--- src/rtl/rr_arb4.sv ---
// Four-way round-robin arbiter with a bounded hold time per grant.
// Every release leaves one idle cycle. The release also advances the priority pointer past the owner.
module rr_arb4 #(
  parameter int MAX_HOLD = 8
) (
  input  logic       clk,
  input  logic       rst_n,
  input  logic [3:0] req,
  input  logic       done,
  output logic [3:0] gnt,
  output logic       gnt_valid,
  output logic [1:0] gnt_idx,
  output logic       timeout
);

  typedef enum logic {
    IDLE  = 1'b0,
    GRANT = 1'b1
  } state_t;

  state_t      state_q, state_d;
  logic [1:0]  ptr_q, ptr_d;
  logic [7:0]  hold_cnt_q, hold_cnt_d;
  logic [3:0]  gnt_q, gnt_d;
  logic [1:0]  gnt_idx_q, gnt_idx_d;
  logic        gnt_valid_q, gnt_valid_d;
  logic        timeout_q, timeout_d;

  logic [1:0]  winner;
  logic [1:0]  cand;
  logic        owner_req;
  logic        at_limit;

  // Scan from the farthest offset back to ptr so the nearest requester wins.
  always_comb begin
    winner = ptr_q;
    cand   = ptr_q;
    for (int i = 3; i >= 0; i--) begin
      cand = ptr_q + 2'(i);
      if (req[cand]) begin
        winner = cand;
      end
    end
  end

  assign owner_req = req[gnt_idx_q];
  assign at_limit  = (hold_cnt_q == 8'(MAX_HOLD - 1));

  always_comb begin
    state_d     = state_q;
    ptr_d       = ptr_q;
    hold_cnt_d  = hold_cnt_q;
    gnt_d       = gnt_q;
    gnt_idx_d   = gnt_idx_q;
    gnt_valid_d = gnt_valid_q;
    timeout_d   = 1'b0;

    case (state_q)
      IDLE: begin
        if (|req) begin
          gnt_d       = 4'b0001 << winner;
          gnt_idx_d   = winner;
          gnt_valid_d = 1'b1;
          hold_cnt_d  = 8'd0;
          state_d     = GRANT;
        end else begin
          gnt_d       = 4'b0000;
          gnt_idx_d   = 2'd0;
          gnt_valid_d = 1'b0;
        end
      end

      GRANT: begin
        if (done || !owner_req || at_limit) begin
          gnt_d       = 4'b0000;
          gnt_idx_d   = 2'd0;
          gnt_valid_d = 1'b0;
          ptr_d       = gnt_idx_q + 2'd1;
          state_d     = IDLE;
          // Flag only releases forced by the hold limit alone.
          timeout_d   = at_limit && !done && owner_req;
        end else begin
          hold_cnt_d  = hold_cnt_q + 8'd1;
        end
      end

      default: begin
        state_d = IDLE;
      end
    endcase
  end

  always_ff @(posedge clk or negedge rst_n) begin
    if (!rst_n) begin
      state_q     <= IDLE;
      ptr_q       <= 2'd0;
      hold_cnt_q  <= 8'd0;
      gnt_q       <= 4'b0000;
      gnt_idx_q   <= 2'd0;
      gnt_valid_q <= 1'b0;
      timeout_q   <= 1'b0;
    end else begin
      state_q     <= state_d;
      ptr_q       <= ptr_d;
      hold_cnt_q  <= hold_cnt_d;
      gnt_q       <= gnt_d;
      gnt_idx_q   <= gnt_idx_d;
      gnt_valid_q <= gnt_valid_d;
      timeout_q   <= timeout_d;
    end
  end

  assign gnt       = gnt_q;
  assign gnt_valid = gnt_valid_q;
  assign gnt_idx   = gnt_idx_q;
  assign timeout   = timeout_q;

endmodule

--- config.mk ---
export PLATFORM = sky130hd
export DESIGN_NAME = rr_arb4
export DESIGN_NICKNAME = d
export VERILOG_FILES = /design/src/rtl/rr_arb4.sv
export SDC_FILE = /design/constraint.sdc
export NUM_CORES = 1
export LEC_CHECK = 0
export ABC_CLOCK_PERIOD_IN_PS = 2250
export CORE_MARGIN = 1
export CORE_UTILIZATION = 30
export DETAILED_ROUTE_END_ITERATION = 6
export PLACE_DENSITY = 0.58
export REMOVE_ABC_BUFFERS = 1
export SLEW_MARGIN = 20
export SYNTH_ARGS = -nofsm -noshare
export SYNTH_HDL_FRONTEND = slang
export SYNTH_SLANG_ARGS = --single-unit
--- constraint.sdc ---
create_clock -name clk -period 2.25 [get_ports clk]
set_input_delay 0.45 -clock clk [delete_from_list [all_inputs] [get_ports clk]]
set_output_delay 0.45 -clock clk [all_outputs]
set_load 0.01 [all_outputs]
==> Yosys cells after proc, flatten, opt, wreduce, memory -nomap -nowiden <==
Index checks and enable logic that the tools add are counted.
{ "word_totals": {"regBits": 19, "inputBits": 7, "output_inout_bits": 8, "word_cells": 62} }
{ "op_classes": {"addsub": 5, "n_lt_le_gt_ge": 5, "n_eq_ne": 4, "shifts": 1, "mux": 30, "n_bitwise": 1, "reduce_logical": 9} }
{ "op_table": {"columns": ["cell", "count"], "rows": [
  ["8-bit two-way mux", 2],
  ["8-bit one-hot mux with 2 select lines", 1],
  ["2-bit by 3-bit < comparator with 1-bit output (second input constant)", 5],
  ["2-bit two-way mux", 6],
  ["1-bit binary-select mux with 2-bit select", 5],
  ["1-bit two-way mux", 10],
  ["8-bit by 1-bit adder with 8-bit output (second input constant)", 1],
  ["8-bit by 3-bit == test with 1-bit output (second input constant)", 1],
  ["4-bit two-way mux", 2],
  ["4-bit one-hot mux with 2 select lines", 1],
  ["2-bit by 1-bit adder with 2-bit output (second input constant)", 2],
  ["2-bit adder (second input constant)", 2],
  ["2-bit inequality test (second input constant)", 2],
  ["1-bit one-hot mux with 2 select lines", 2],
  ["2-bit one-hot mux with 2 select lines", 1],
  ["2-bit AND reduction", 2],
  ["4-bit OR reduction", 1],
  ["1-bit by 2-bit left shift with 4-bit output (first input constant)", 1],
  ["1-bit logical AND", 2],
  ["1-bit logical NOT", 2],
  ["1-bit logical OR", 2],
  ["2-bit by 1-bit inequality test with 1-bit output (second input constant)", 1],
  ["1-bit inverter", 1]
]} }

==> Longest topological paths before layout <==
Gate-level depths: netlist of run 1.
{ "depth": {"word_depth": 10, "ltp_mapped": 5} }

==> Least setup slack after synthesis of run 1 <==
Ideal clock, no wire load.
{ "synth_path": {"kind": "reg2reg", "start": "register gnt_idx_q[0] (netlist: gnt_idx[0])", "end": "register ptr_q[1]", "setup_time_ns": 0.125, "t_arrival_ns": 1.555, "t_required_ns": 2.125, "path_slack_ns": 0.570, "path_stages_with_launch": 5, "path_buffers": 0, "cell_sequence": "dfrtp_1 or2_1 o22a_4 o21ai_0 mux2_2"} }
{ "synth_via": {"elab_chain_len": 6, "elab_cells_between_ends": 7} }
{ "synth_rtl": {"columns": ["item", "line", "rtl"], "rows": [
  ["start, declared", "25", "logic [1:0] gnt_idx_q, gnt_idx_d;"],
  ["start signal, assigned", "107", "gnt_idx_q <= gnt_idx_d;"],
  ["1-bit binary-select mux with 2-bit select", "46", "assign owner_req = req[gnt_idx_q];"],
  ["1-bit two-way mux (not written as such)", "46", null],
  ["1-bit logical NOT", "74", "if (done || !owner_req || at_limit) begin"],
  ["1-bit logical OR (2 in a row)", "74", null],
  ["2-bit AND reduction (no source line)", null, null],
  ["end signal, assigned", "104", "ptr_q <= ptr_d;"],
  ["end, declared", "22", "logic [1:0] ptr_q, ptr_d;"]
]} }
Parallel ways exist; a longest one is shown, timed or not. The select of a mux whose other input is x is not followed.
A chain may end at the register's enable or synchronous reset.

==> Worst setup path after layout of run 1 <==
{ "layout_path": {"start": "register gnt_idx_q[1] (netlist: gnt_idx[1])", "end": "output port gnt_idx[1]"} }
{ "layout_lines": {"columns": ["item", "line", "rtl"], "rows": [
  ["end, declared", "12", "output logic [1:0] gnt_idx,"]
]} }
No word-level cell between the ends.

==> results of run 1 <==
cells by family (layout without fill, tap and decap cells):
logic type | count (synthesis) | in the layout
xor+xnor | 1 | 1
buf+inv | 4 | 29
flops | 19 | 19
fa+ha+maj | 1 | 1
simple gates | 38 | 38
compound gates | 24 | 24
mux | 9 | 9
worst max path at each step:
stage                            from                        end  slack [ps]
2_1_floorplan  gnt_idx[0]$_DFFE_PN0P_       ptr_q[1]$_DFFE_PN0P_         570
3_3_place_gp                   req[3]       ptr_q[1]$_DFFE_PN0P_         150
3_5_place_dp                   req[1]       ptr_q[1]$_DFFE_PN0P_         140
4_1_cts        gnt_idx[1]$_DFFE_PN0P_                 gnt_idx[1]         430
5_1_grt                        req[3]  hold_cnt_q[5]$_DFFE_PN0P_         350
6_report       gnt_idx[1]$_DFFE_PN0P_                 gnt_idx[1]         440
stage by stage:
| stage | util (%) | setup WS, ps | area (um2) |
|---|---|---|---|
| finish | 41.55 | 441.6 | 1310 |
| global route | 41.55 | 352.3 | 1310 |
| CTS | 41.55 | 430.6 | 1310 |
| detailed placement | 40.67 | 137.7 | 1282 |
| global placement | 40.67 | 153.3 | 1282 |
| floorplan | - | 570.1 | 1020 |
layout make-up:
class                   count  share of cell area (%)
multi-input cells          73                   40.97
flip-flops and latches     19                   36.29
repair buffers             23                   15.85
well taps                  44                   4.202
clock buffers               3                   1.719
inverters                   2                  0.5731
clock inverters             1                  0.3820
cells in the final DEF (no fill, tap or decap), types with 2 or more instances in the layout:
master	instances
nand4_1	4
o22ai_1	2
a21oi_1	4
nand4b_1	2
o21ai_0	3
clkdlybuf4s50_1	14
or2_2	3
clkbuf_4	3
buf_4	9
nand2_1	8
o2bb2ai_1	2
a21o_1	2
o22a_1	2
nand2b_1	5
mux2i_1	8
dfrtp_1	19
inv_1	2
a22o_1	3
nor4_1	2
and4_1	2
flip-flops by register name, summed over array words and instances, names as in the netlist:
| name | flops |
|---|---|
| gnt_idx | 2 |
| ptr_q | 2 |
| hold_cnt_q | 8 |
| gnt_valid | 1 |
| timeout | 1 |
| state_q | 1 |
| gnt | 4 |
per-layer routing:
layer  part of all wire, %  global-route usage [%]  vias to the layer above
met5                     0                       0                        -
met3                   3.0                   1.279                        2
met2                    48                   22.61                       26
met4                   1.2                   6.818                        0
met1                    48                   20.38                      426
li1                      -                       -                      420
power groups by stage:
stage / logic (mW) / registers [mW] / clock network (mW)
after CTS: 0.561 / 0.543 / 0.181
after global placement: 0.546 / 0.543 / 0
after floorplan: 0.295 / 0.547 / 0
after global routing: 0.618 / 0.559 / 0.195
final: 0.556 / 0.544 / 0.173
after detailed placement: 0.558 / 0.550 / 0
==> results.cfg, run 1 <==
[cts]
cts_buffers = 3
clk_pin_slew_ps = 110
cts_tree = yes
htree_levels = 1
cts_hold_buffers = 0
post-cts-setup-buffers = 0
worstSkewPairLatency_ps = 300
cts_resized = 0
clockRootBuffer = clkbuf_4
clock_sink_count = 19
cts_buffer_depth = 2

[final_layout]
layout.area.seq_um2 = 475.5
layout-drive-gt1-share_pct = 17.36
instances_no_fill = 165
multiInputGateArea_um2 = 536.8
fillers = 322
syn_to_final_growth_pct = 27.22
final_nets = 130
diodes = 0

[synth]
synthDistinctLibCells = 39
synth_common_cells = dfrtp_1, mux2i_1, nand2_1
synth_seq_cells = 19
synth_area_leaders = dfrtp_1, mux2i_1, nand2b_1
synth_compound_area_share_pct = 17.62
synthAdderAreaFrac_pct = 1.215
synth_area_per_cell_um2 = 10.73
synth_top_area_cell = dfrtp_1
synth.area.mux_share_pct = 8.870
syn-instance-count = 96
yosys.area.top_type_share_pct = 46.17
synth_edf_count = 0
synth_top_family_by_area = simple AND/OR/NAND/NOR gates
synthXorXnorAreaFrac_pct = 0.8505
synthArstFlopShare_pct = 100.0
ys_seq_area_share_pct = 46.17
yosys_warnings = 0
synth-simple-area-share_pct = 23.57
ys.flop_type = dfrtp_1
syn_area_um2 = 1030
synth_most_common_cell = dfrtp_1

[timing]
finalSetupViolCount = 0
finalSetupTns_ps = 0
slew_viol_final = 0
timing.hold.ws_ps = 470.9
slew_headroom_pct = 69.33
rsz0062_at_grt = false
hold_viol = 0
tightest_slew_ps = 456.0
fin_crit_ps = 1808
max_freq_mhz = 553.0
min_period_over_period_pct = 80.38
clock_skew_ps = 7.518

[power_and_ir_drop]
leakage_nw = 0.5908
pwr-share-comb_pct = 43.7
power_frac_seq_pct = 42.8
power_mw = 1.273
p_sw_share_pct = 37.34
power_density_nw_per_um2 = 971.6
switching_power_mw = 0.4752
internal_power_mw = 0.7976
clkPwrFrac_pct = 13.6
peakVddDrop_mv = 0.3550

[setup_path]
slowest_delay_ps = 580
cp.depth = 1
ff2ff_path_depth = 5
crit_buf_inv = 1
rr_endpoint = state_q$_DFF_PN0_
crit_family = buffers and inverters
path_class = flop to output pin
r2r_slack_ps = 530
cp_slowest_cell = clkdlybuf4s50_1
critPathMaxFanout = 5
cp.required_ps = 1800
path_cells = clkdlybuf4s50_1
cp-end-kind = output pin
cp-start-kind = flop
arrival_ps = 1360
reg2reg_from = hold_cnt_q[4]$_DFFE_PN0P_

[floorplanning]
die_w_um = 60.59
start_util_pct = 32.66
fp-row-count = 20
core-area_um2 = 3153
io_pins = 15
fp.dieArea_um2 = 3671
die_y_um = 60.59

[route]
drt_iter0_drc = 58
drc = 0
first_pass_iters = 4
wl_per_cell_um = 13.79
ant_nets = 0
viasPerCell = 5.297
totalWireLength_um = 2276
dr_total_vias = 874

[global_route]
antenna_found_initial = 0
grt_use_total_pct = 14.48
grt_max_degree = 20
overflow = 0
grt_pass1_wl_um = 3891
first_global_vias = 851

[outcome]
status = finished clean

[placement]
dp_hpwl_um = 1739
port_buffers = 14
gp_congestion = 0.8356
placedCellCount = 161

[worst_hold_path]
hold_class = input port to async pin

[job]
drv_cap = 0
Note: power is estimated with default switching activity, not from simulation.
==> inputs of run 2 (changes only) <==
- ABC_CLOCK_PERIOD_IN_PS: 2250 -> 1700
- clock period: 2.25 -> 1.7 ns (I/O delays scaled with it)
==> run 2 against run 1 <==
- clock skew shrank 6.8 ps
- flip-flop and latch count is the same
- count of clock-buffer cells in the layout grew 1
- clock power grew 34%
- largest cell class unchanged
==> results.cfg, run 2 (synthesis gave the netlist of run 1 again) <==
[setup_path]
ff2ff_path_depth = 5
slowest_delay_ps = 470
crit_family = buffers and inverters
reg2reg_from = gnt_idx[1]$_DFFE_PN0P_
cp.required_ps = 1900
arrival_ps = 1850
cp-start-kind = input port
path_class = input port to flop
r2r_slack_ps = 80
critPathMaxFanout = 5
rr_endpoint = hold_cnt_q[3]$_DFFE_PN0P_
cp-end-kind = flop
crit_buf_inv = 2
cp_slowest_cell = clkdlybuf4s50_1
path_cells = clkdlybuf4s50_1 > buf_4 > or2_2 > a21oi_1 > nor4_2 > a22o_1
endpoint = gnt[1]$_DFFE_PN0P_
cp.depth = 6
crit_start = req[1]

[final_layout]
largest_reg_flops = 8
instances_no_fill = 174
final_common_cell = dfrtp_1
syn_to_final_growth_pct = 37.06
diodes = 0
final_nets = 139
final_cell_mix = dfrtp_1, buf_4, clkdlybuf4s50_1, nand2_1, mux2i_1
stdcell_area_um2 = 1411
largest-register = hold_cnt_q
layout-drive-gt1-share_pct = 25.38

[timing]
hold_viol = 0
rsz0062_at_grt = false
finalSetupTns_ps = 0
clock_skew_ps = 0.6756
min_period_over_period_pct = 96.92
slew_viol_final = 0
finalSetupViolCount = 0
slew_headroom_pct = 76.62
fin_crit_ps = 1648
tightest_slew_ps = 347.8
max_freq_mhz = 606.9

[power_and_ir_drop]
clkPwrFrac_pct = 12.8
pwr-share-comb_pct = 49.1
internal_power_mw = 1.154
leakage_nw = 0.6663
switching_power_mw = 0.6529
power_density_nw_per_um2 = 1280
power_frac_seq_pct = 38.1
peakVddDrop_mv = 0.4920
p_sw_share_pct = 36.13

[global_route]
overflow = 0
grt_use_total_pct = 14.84
grt_pass1_wl_um = 3953
first_global_vias = 885
grt_max_degree = 20
antenna_found_initial = 0

[route]
viasPerCell = 5.132
first_pass_iters = 4
drc = 0
dr_total_vias = 893
totalWireLength_um = 2461
drt_iter0_drc = 43
wl_per_cell_um = 14.14
ant_nets = 0

[cts]
htree_levels = 1
clock_sink_count = 19
cts_tree = yes
clk_pin_slew_ps = 100
cts_hold_buffers = 0
clockRootBuffer = clkbuf_4
worstSkewPairLatency_ps = 300
cts_buffers = 3
cts_buffer_depth = 2

[floorplanning]
die_w_um = 60.59
die_y_um = 60.59
start_util_pct = 32.66
fp-row-count = 20
core-area_um2 = 3153
io_pins = 15
fp.dieArea_um2 = 3671

[placement]
dpl_cell_area_um2 = 1343
dp_hpwl_um = 1829
placedCellCount = 169
port_buffers = 14
gp_congestion = 0.8086

[worst_hold_path]
hold_class = input port to async pin

[job]
drv_cap = 0

[outcome]
status = finished clean
## run 2: cell types whose count changed in the layout (fill, tap and decap cells not counted), sizes merged
| cell | before | now |
|---|---|---|
| buf | 9 | 18 |
| clkbuf | 3 | 4 |
| clkdlybuf4s50 | 14 | 12 |
| clkinv | 1 | 0 |
| dlymetal6s2s | 0 | 2 |
## run 2: metrics by stage
stage          total power [mW]  utilization, %  hold WS [ps]  setup WS (ps)
3_5_place_dp              1.546           42.58         464.1         -335.7
2_1_floorplan             1.114               -         44.41          20.11
3_3_place_gp              1.527           42.58         471.3         -264.9
5_1_grt                   1.931           44.76         371.8          3.406
6_report                  1.807           44.76         356.7          52.39
4_1_cts                   1.797           43.85         365.6          12.69
## run 2: final cells by class
cell class,count,area [um2]
inverters,2,7.507
flip-flops and latches,19,476.7
well taps,44,55.05
repair buffers,32,284.0
clock buffers,4,26.28
fillers,317,1742
multi-input cells,73,561.8
## run 2: repair_timing
item | CTS | global route
gates resized for setup | 2 | 9
buffers inserted | 1 | 0
endpoints found under the setup margin | 2 | 11
pin swaps | 0 | 3
endpoints found under the hold margin | 0 | 0
## run 2: how the worst min path moves through the flow
stage / start / end / slack [ps]
detailed placement: gnt_valid$_DFFE_PN0P_ / gnt_valid$_DFFE_PN0P_ / 460
finish: rst_n / hold_cnt_q[4]$_DFFE_PN0P_ / 360
global placement: gnt_valid$_DFFE_PN0P_ / gnt_valid$_DFFE_PN0P_ / 470
CTS: rst_n / ptr_q[0]$_DFFE_PN0P_ / 370
floorplan: rst_n / gnt[0]$_DFFE_PN0P_ / 40
global route: rst_n / hold_cnt_q[4]$_DFFE_PN0P_ / 370
## run 2: power groups by stage
stage / sequential (mW) / clock [mW] / combinational, mW
floorplan: 0.724 / 0 / 0.391
global placement: 0.697 / 0 / 0.830
detailed placement: 0.700 / 0 / 0.847
CTS: 0.683 / 0.239 / 0.875
global route: 0.705 / 0.267 / 0.960
finish: 0.688 / 0.232 / 0.887
## run 2: per-layer routing
metal	up-vias	GRT usage (%)	routed length (um)
met1	436	19.44	1148
met2	13	23.08	1197
met5	-	0	0
met3	7	1.919	44
met4	0	9.740	70
li1	437	-	-
==> RTL change 1: new RTL, config.mk and constraints of run 2 <==
Put one more register stage on the output `timeout`, cleared by the reset. The value now appears one clock later. The other outputs are not delayed to match.
--- a/src/rtl/rr_arb4.sv
+++ b/src/rtl/rr_arb4.sv
@@ -113,7 +113,13 @@
   assign gnt       = gnt_q;
   assign gnt_valid = gnt_valid_q;
   assign gnt_idx   = gnt_idx_q;
-  assign timeout   = timeout_q;
+  always_ff @(posedge clk or negedge rst_n) begin
+    if (!rst_n) begin
+      timeout <= '0;
+    end else begin
+      timeout <= timeout_q;
+    end
+  end
 
 endmodule
 
Behaviour: not the same (Yosys sat finds a counterexample within 10 cycles, from zero or initial values and one cycle with rst_n low).
==> RTL change 1 against run 2 <==
Via count increased by 2.0%. Sequential share of layout area increased by 0.79 points. Critical endpoint is now hold_cnt_q[3]$_DFFE_PN0P_. Setup slack got worse by 0.025 ns. Combinational power increased by 1%. Utilization decreased by 1.9 points. Critical path type is now flip-flop to flip-flop. Wire length decreased by 1.1%. Synthesized area increased by 4.1%. Clock skew increased by 0.0064 ns. Total power increased by 5.1%. Sequential cell count increased by 1. Design area increased by 2.8%.
==> RTL change 1: results (changes against run 2) <==
stage;metric;value;unit;change
global_routing;grt_pass1_wl;3970;um;was 3950 um
final_layout;largest_register_ffs;8;;unchanged
global_routing;antenna_found_initial;0;;unchanged
critical_path;critPathArrivalTime;1.88;ns;was 1.85 ns
cts;cts_buffers;3;;unchanged
final_layout;n_antenna_cell;0;;unchanged
global_routing;grt_max_degree;21;;was 20
critical_path;r2r_end;hold_cnt_q[3]$_DFFE_PN0P_;;unchanged
yosys;synth_area_leaders;dfrtp_1 47%, mux2i_1 9.3%, inv_1 3.9%, o22ai_1 3.5%, nand2_1 3.2%;;was dfrtp_1 46%, mux2i_1 7.8%, nand2b_1 3.0%, nand2_1 2.9%, a22o_1 2.6%
place;place_hpwl;1740;um;was 1830 um
final_layout;top_register;hold_cnt_q;;unchanged
critical_path;r2r_setup_slack;0.03;ns;was 0.08 ns
cts;post-cts-setup-buffers;2;;was 1
outcome;status;finished, final reports clean;;unchanged
global_routing;track_usage;14.4;%;was 14.8%
critical_path;worst-path-max-fanout;2;;was 5
global_routing;grt_pass1_vias;921;;was 885
place;gp_congestion;0.831;;was 0.809
cts;cts-root-buf;clkbuf_4;;unchanged
critical_path;rr_worst_depth;5;;unchanged
yosys;ys_seq_area_share;46.7;%;was 46.2%
yosys;ys_warn_count;0;;unchanged
cts;clock_path_buffers;2;;unchanged
routing;drt_iter0_drc;50;;was 43
routing;via_per_inst;4.92;;was 5.13
timing;fin_skew;0.00708;ns;was 0.000676 ns
power_and_ir_drop;leakage;0.695;nW;was 0.666 nW
yosys;yosys.cell_types.count;38;;was 39
routing;drt_pass1_iterations;6;;was 4
final_layout;finalNetCount;148;;was 139
place;io_buffers;14;;unchanged
timing;slew_headroom;78.9;%;was 76.6%
cts;clk_latency;0.31;ns;
yosys;synthArstFlopShare;100;%;unchanged
min_path;hp-class;input pin to asynchronous set/reset pin;;unchanged
critical_path;timing.rr.start;hold_cnt_q[0]$_DFFE_PN0P_;;was gnt_idx[1]$_DFFE_PN0P_
cts;clkTransAtPathRegs;0.12;ns;was 0.10 ns
final_layout;drive_gt1_share;21.6;%;was 25.4%
yosys;synth_common_cells;20 x dfrtp_1, 11 x inv_1, 10 x mux2i_1;;was 19 x dfrtp_1, 8 x mux2i_1, 8 x nand2_1
place;pre_cts_slack;-0.399;ns;was -0.336 ns
power_and_ir_drop;ir_drop;0.569;mV;was 0.492 mV
cts;htree_levels;1;;unchanged
cts;post_cts_resized;4;;was 2
routing;wl_per_cell;13.2;um;was 14.1 um
RTL change 1: per-layer routing:
layer  up-vias  wire (um)  GRT usage (%)
met1       436       1130           17.6
met3         4         74           4.55
met2        16       1200           24.6
li1        455          -              -
met4         0         32           3.81
met5         -          0              0
RTL change 1: cells by family (layout without fill, tap and decap cells):
| kind of cell | count (synthesis) | count (layout) | synth area share [%] |
|---|---|---|---|
| and+or+nand+nor | 37 | 37 | 19.5 |
| AOI/OAI and AO/OA | 22 | 22 | 15.6 |
| DFF | 20 | 20 | 46.7 |
| buffers and inverters | 14 | 48 | 6.88 |
| muxes | 10 | 10 | 9.34 |
| adders and majority gates | 1 | 1 | 1.17 |
| xor gates and xnor gates | 1 | 1 | 0.817 |
RTL change 1: stage by stage:
step	cells	setup TNS [ns]	instance area (sq um)	total power, W	hold WS, ns
floorplan	102	-0.0106	1040	0.00115	0.0444
global placement	179	-4.77	1370	0.00159	0.338
detailed placement	179	-5.39	1370	0.00161	0.345
CTS	185	0	1420	0.00192	0.350
global route	185	-0.0672	1450	0.00206	0.373
finish	185	0	1450	0.00190	0.350
RTL change 1: critical path, cell delays in order (launching register included):
cell and delay [ns]:
dfrtp_1 0.40, ha_2 0.21, nor4b_4 0.14, and3_4 0.19, or4_4 0.50, mux2i_1 0.13
RTL change 1: worst max path at each step:
| stage | from | to | cells after the start | slack, ns |
|---|---|---|---|---|
| 6_report | hold_cnt_q[0]$_DFFE_PN0P_ | hold_cnt_q[3]$_DFFE_PN0P_ | 5 | 0.03 |
| 5_1_grt | hold_cnt_q[0]$_DFFE_PN0P_ | hold_cnt_q[0]$_DFFE_PN0P_ | 6 | -0.02 |
| 4_1_cts | gnt_idx[0]$_DFFE_PN0P_ | gnt_idx[0] | 2 | 0.009 |
| 3_5_place_dp | req[1] | hold_cnt_q[3]$_DFFE_PN0P_ | 5 | -0.40 |
| 3_3_place_gp | req[1] | hold_cnt_q[2]$_DFFE_PN0P_ | 6 | -0.35 |
| 2_1_floorplan | hold_cnt_q[0]$_DFFE_PN0P_ | hold_cnt_q[3]$_DFFE_PN0P_ | 5 | -0.01 |
RTL change 1: area by class of cell:
class / count / area [sq um]
Clock buffer: 4 / 36.3
Fill cell: 329 / 1940
Inverter: 11 / 41.3
Multi-Input combinational cell: 71 / 526
Sequential cell: 20 / 502
Tap cell: 46 / 57.6
Timing Repair Buffer: 33 / 289
RTL change 1: where the power goes:
part | internal [W] | leakage [nW] | switching [W]
Sequential | 0.000597 | 0.263 | 0.000120
Combinational | 0.000485 | 0.411 | 0.000413
Clock | 0.000131 | 0.0210 | 0.000154
==> RTL change 2: new RTL, flow settings as in run 2 <==
Made on the original files. Set the parameter `MAX_HOLD` to 6 (it was 8).
--- a/src/rtl/rr_arb4.sv
+++ b/src/rtl/rr_arb4.sv
@@ -1,7 +1,7 @@
 // Four-way round-robin arbiter with a bounded hold time per grant.
 // Every release leaves one idle cycle. The release also advances the priority pointer past the owner.
 module rr_arb4 #(
-  parameter int MAX_HOLD = 8
+  parameter int MAX_HOLD = 6
 ) (
   input  logic       clk,
   input  logic       rst_n,
Formal check against the unedited RTL: not equivalent (a bounded check fails within 10 cycles, from zero or initial values and one cycle with rst_n low).
==> RTL change 2 against run 2 <==
Global-route usage rose by 0.75 points. Register-to-register slack got worse by 0.07 ns. Wire length rose by 3.5%. Via count rose by 6.0%. Fmax fell by 2.3%. Synthesized cell count rose by 5.2%. Design area rose by 8.1%. Synthesized area rose by 1.9%. Largest power group unchanged. Setup slack got worse by 0.039 ns. Sequential cell count did not move. First-iteration DRC count rose by 53%. Total power rose by 10%. Sequential power rose by 2%.
==> RTL change 2: results (changes against run 2) <==
stage;metric;value;unit;change
critical_path;path_delay_family;flip-flops;;was buffers and inverters
yosys;ys.flop_type;dfrtp_1;;unchanged
power_and_ir_drop;leakage;0.723;nW;was 0.666 nW
final_layout;top_register;hold_cnt_q;;unchanged
yosys;yosys.cell_types.count;38;;was 39
global_routing;grtUsageMet2;27.5;%;was 23.1%
critical_path;r2r_setup_slack;0.01;ns;was 0.08 ns
routing;drt_iter0_drc;66;;was 43
yosys;synth_common_cells;19 x dfrtp_1, 8 x mux2i_1, 7 x nand2_1;;was 19 x dfrtp_1, 8 x mux2i_1, 8 x nand2_1
yosys;synthAdderAreaFrac;2.38;%;was 1.22%
power_and_ir_drop;p_seq;0.000702;W;was 0.000688 W
global_routing;grt_pass1_vias;978;;was 885
final_layout;finalNetCount;152;;was 139
yosys;synth_area_leaders;dfrtp_1 45%, mux2i_1 7.6%, nand2_1 2.5%, ha_1 2.4%, nand2b_1 2.4%;;was dfrtp_1 46%, mux2i_1 7.8%, nand2b_1 3.0%, nand2_1 2.9%, a22o_1 2.6%
power_and_ir_drop;p_clk_share;11.6;%;was 12.8%
global_routing;grt_pass1_wl;4320;um;was 3950 um
power_and_ir_drop;ir_drop;0.525;mV;was 0.492 mV
outcome;status;finished, final reports clean;;unchanged
place;place_hpwl;1850;um;was 1830 um
critical_path;crit_slowest_cell;dfrtp_2;;was clkdlybuf4s50_1
yosys;synth_mux_area_share;8.70;%;was 8.87%
yosys;synthXorXnorAreaFrac;0.834;%;was 0.851%
place;placed_cell_area;1400;sq um;was 1340 sq um
yosys;synth_compound_area_share;19.9;%;was 17.6%
routing;wl_met2;1260;um;was 1200 um
place;pre_cts_slack;-0.310;ns;was -0.336 ns
power_and_ir_drop;totalPowerFinal;0.00199;W;was 0.00181 W
global_routing;use_met1;19.5;%;was 19.4%
final_layout;drive_gt1_share;29.6;%;was 25.4%
routing;wl;2550;um;was 2460 um
routing;dr_wl_met3;106;um;was 44 um
cts;post-cts-setup-buffers;2;;was 1
global_routing;track_usage;15.6;%;was 14.8%
critical_path;rr_worst_depth;5;;unchanged
yosys;ys_seq_area_share;45.3;%;was 46.2%
global_routing;use_met3;1.89;%;was 1.92%
cts;post_cts_resized;5;;was 2
routing;wl_met1;1160;um;was 1150 um
critical_path;worst-path-max-fanout;5;;unchanged
place;gp_congestion;0.877;;was 0.809
power_and_ir_drop;p_sw;0.000730;W;was 0.000653 W
timing;fin_skew;0.00630;ns;was 0.000676 ns
timing;worst_pin_slew;0.341;ns;was 0.348 ns
critical_path;critPathArrivalTime;1.88;ns;was 1.85 ns
routing;via_per_inst;5.04;;was 5.13
==> RTL change 2: stage by stage <==
step           utilization, %  setup TNS [ns]  instances  hold WS (ns)
2_1_floorplan               -        -0.00304         99        0.0444
3_3_place_gp             42.0           -4.10        180         0.468
3_5_place_dp             42.0           -3.85        180         0.474
4_1_cts                  43.6               0        186         0.375
5_1_grt                  45.7          -0.130        188         0.393
6_report                 45.7               0        188         0.375
==> RTL change 2: final cells by class <==
| type | instances | area (sq um) |
|---|---|---|
| fillers | 349 | 1810 |
| well taps | 46 | 57.6 |
| flip-flops and latches | 19 | 477 |
| multi-input cells | 75 | 589 |
| repair buffers | 39 | 355 |
| clock buffers | 3 | 22.5 |
| clock inverters | 1 | 5.00 |
| inverters | 5 | 18.8 |
==> RTL change 2: how the worst max path moves through the flow <==
stage / start / slack, ns / end / depth (start not counted)
3_5_place_dp: req[1] / -0.31 / gnt[1]$_DFFE_PN0P_ / 7
5_1_grt: gnt_idx[1]$_DFFE_PN0P_ / -0.05 / hold_cnt_q[3]$_DFFE_PN0P_ / 5
4_1_cts: hold_cnt_q[0]$_DFFE_PN0P_ / 0.0005 / hold_cnt_q[3]$_DFFE_PN0P_ / 5
6_report: gnt_idx[1]$_DFFE_PN0P_ / 0.01 / hold_cnt_q[3]$_DFFE_PN0P_ / 5
2_1_floorplan: hold_cnt_q[0]$_DFFE_PN0P_ / -0.002 / ptr_q[1]$_DFFE_PN0P_ / 5
3_3_place_gp: req[2] / -0.32 / gnt[3]$_DFFE_PN0P_ / 7
==> RTL change 2: worst register-to-register path: stages, from the launching register on <==
cell and delay (ns):
dfrtp_2 0.43, buf_6 0.13, mux2i_4 0.18, o22a_4 0.29, or4_4 0.42, mux2i_1 0.13
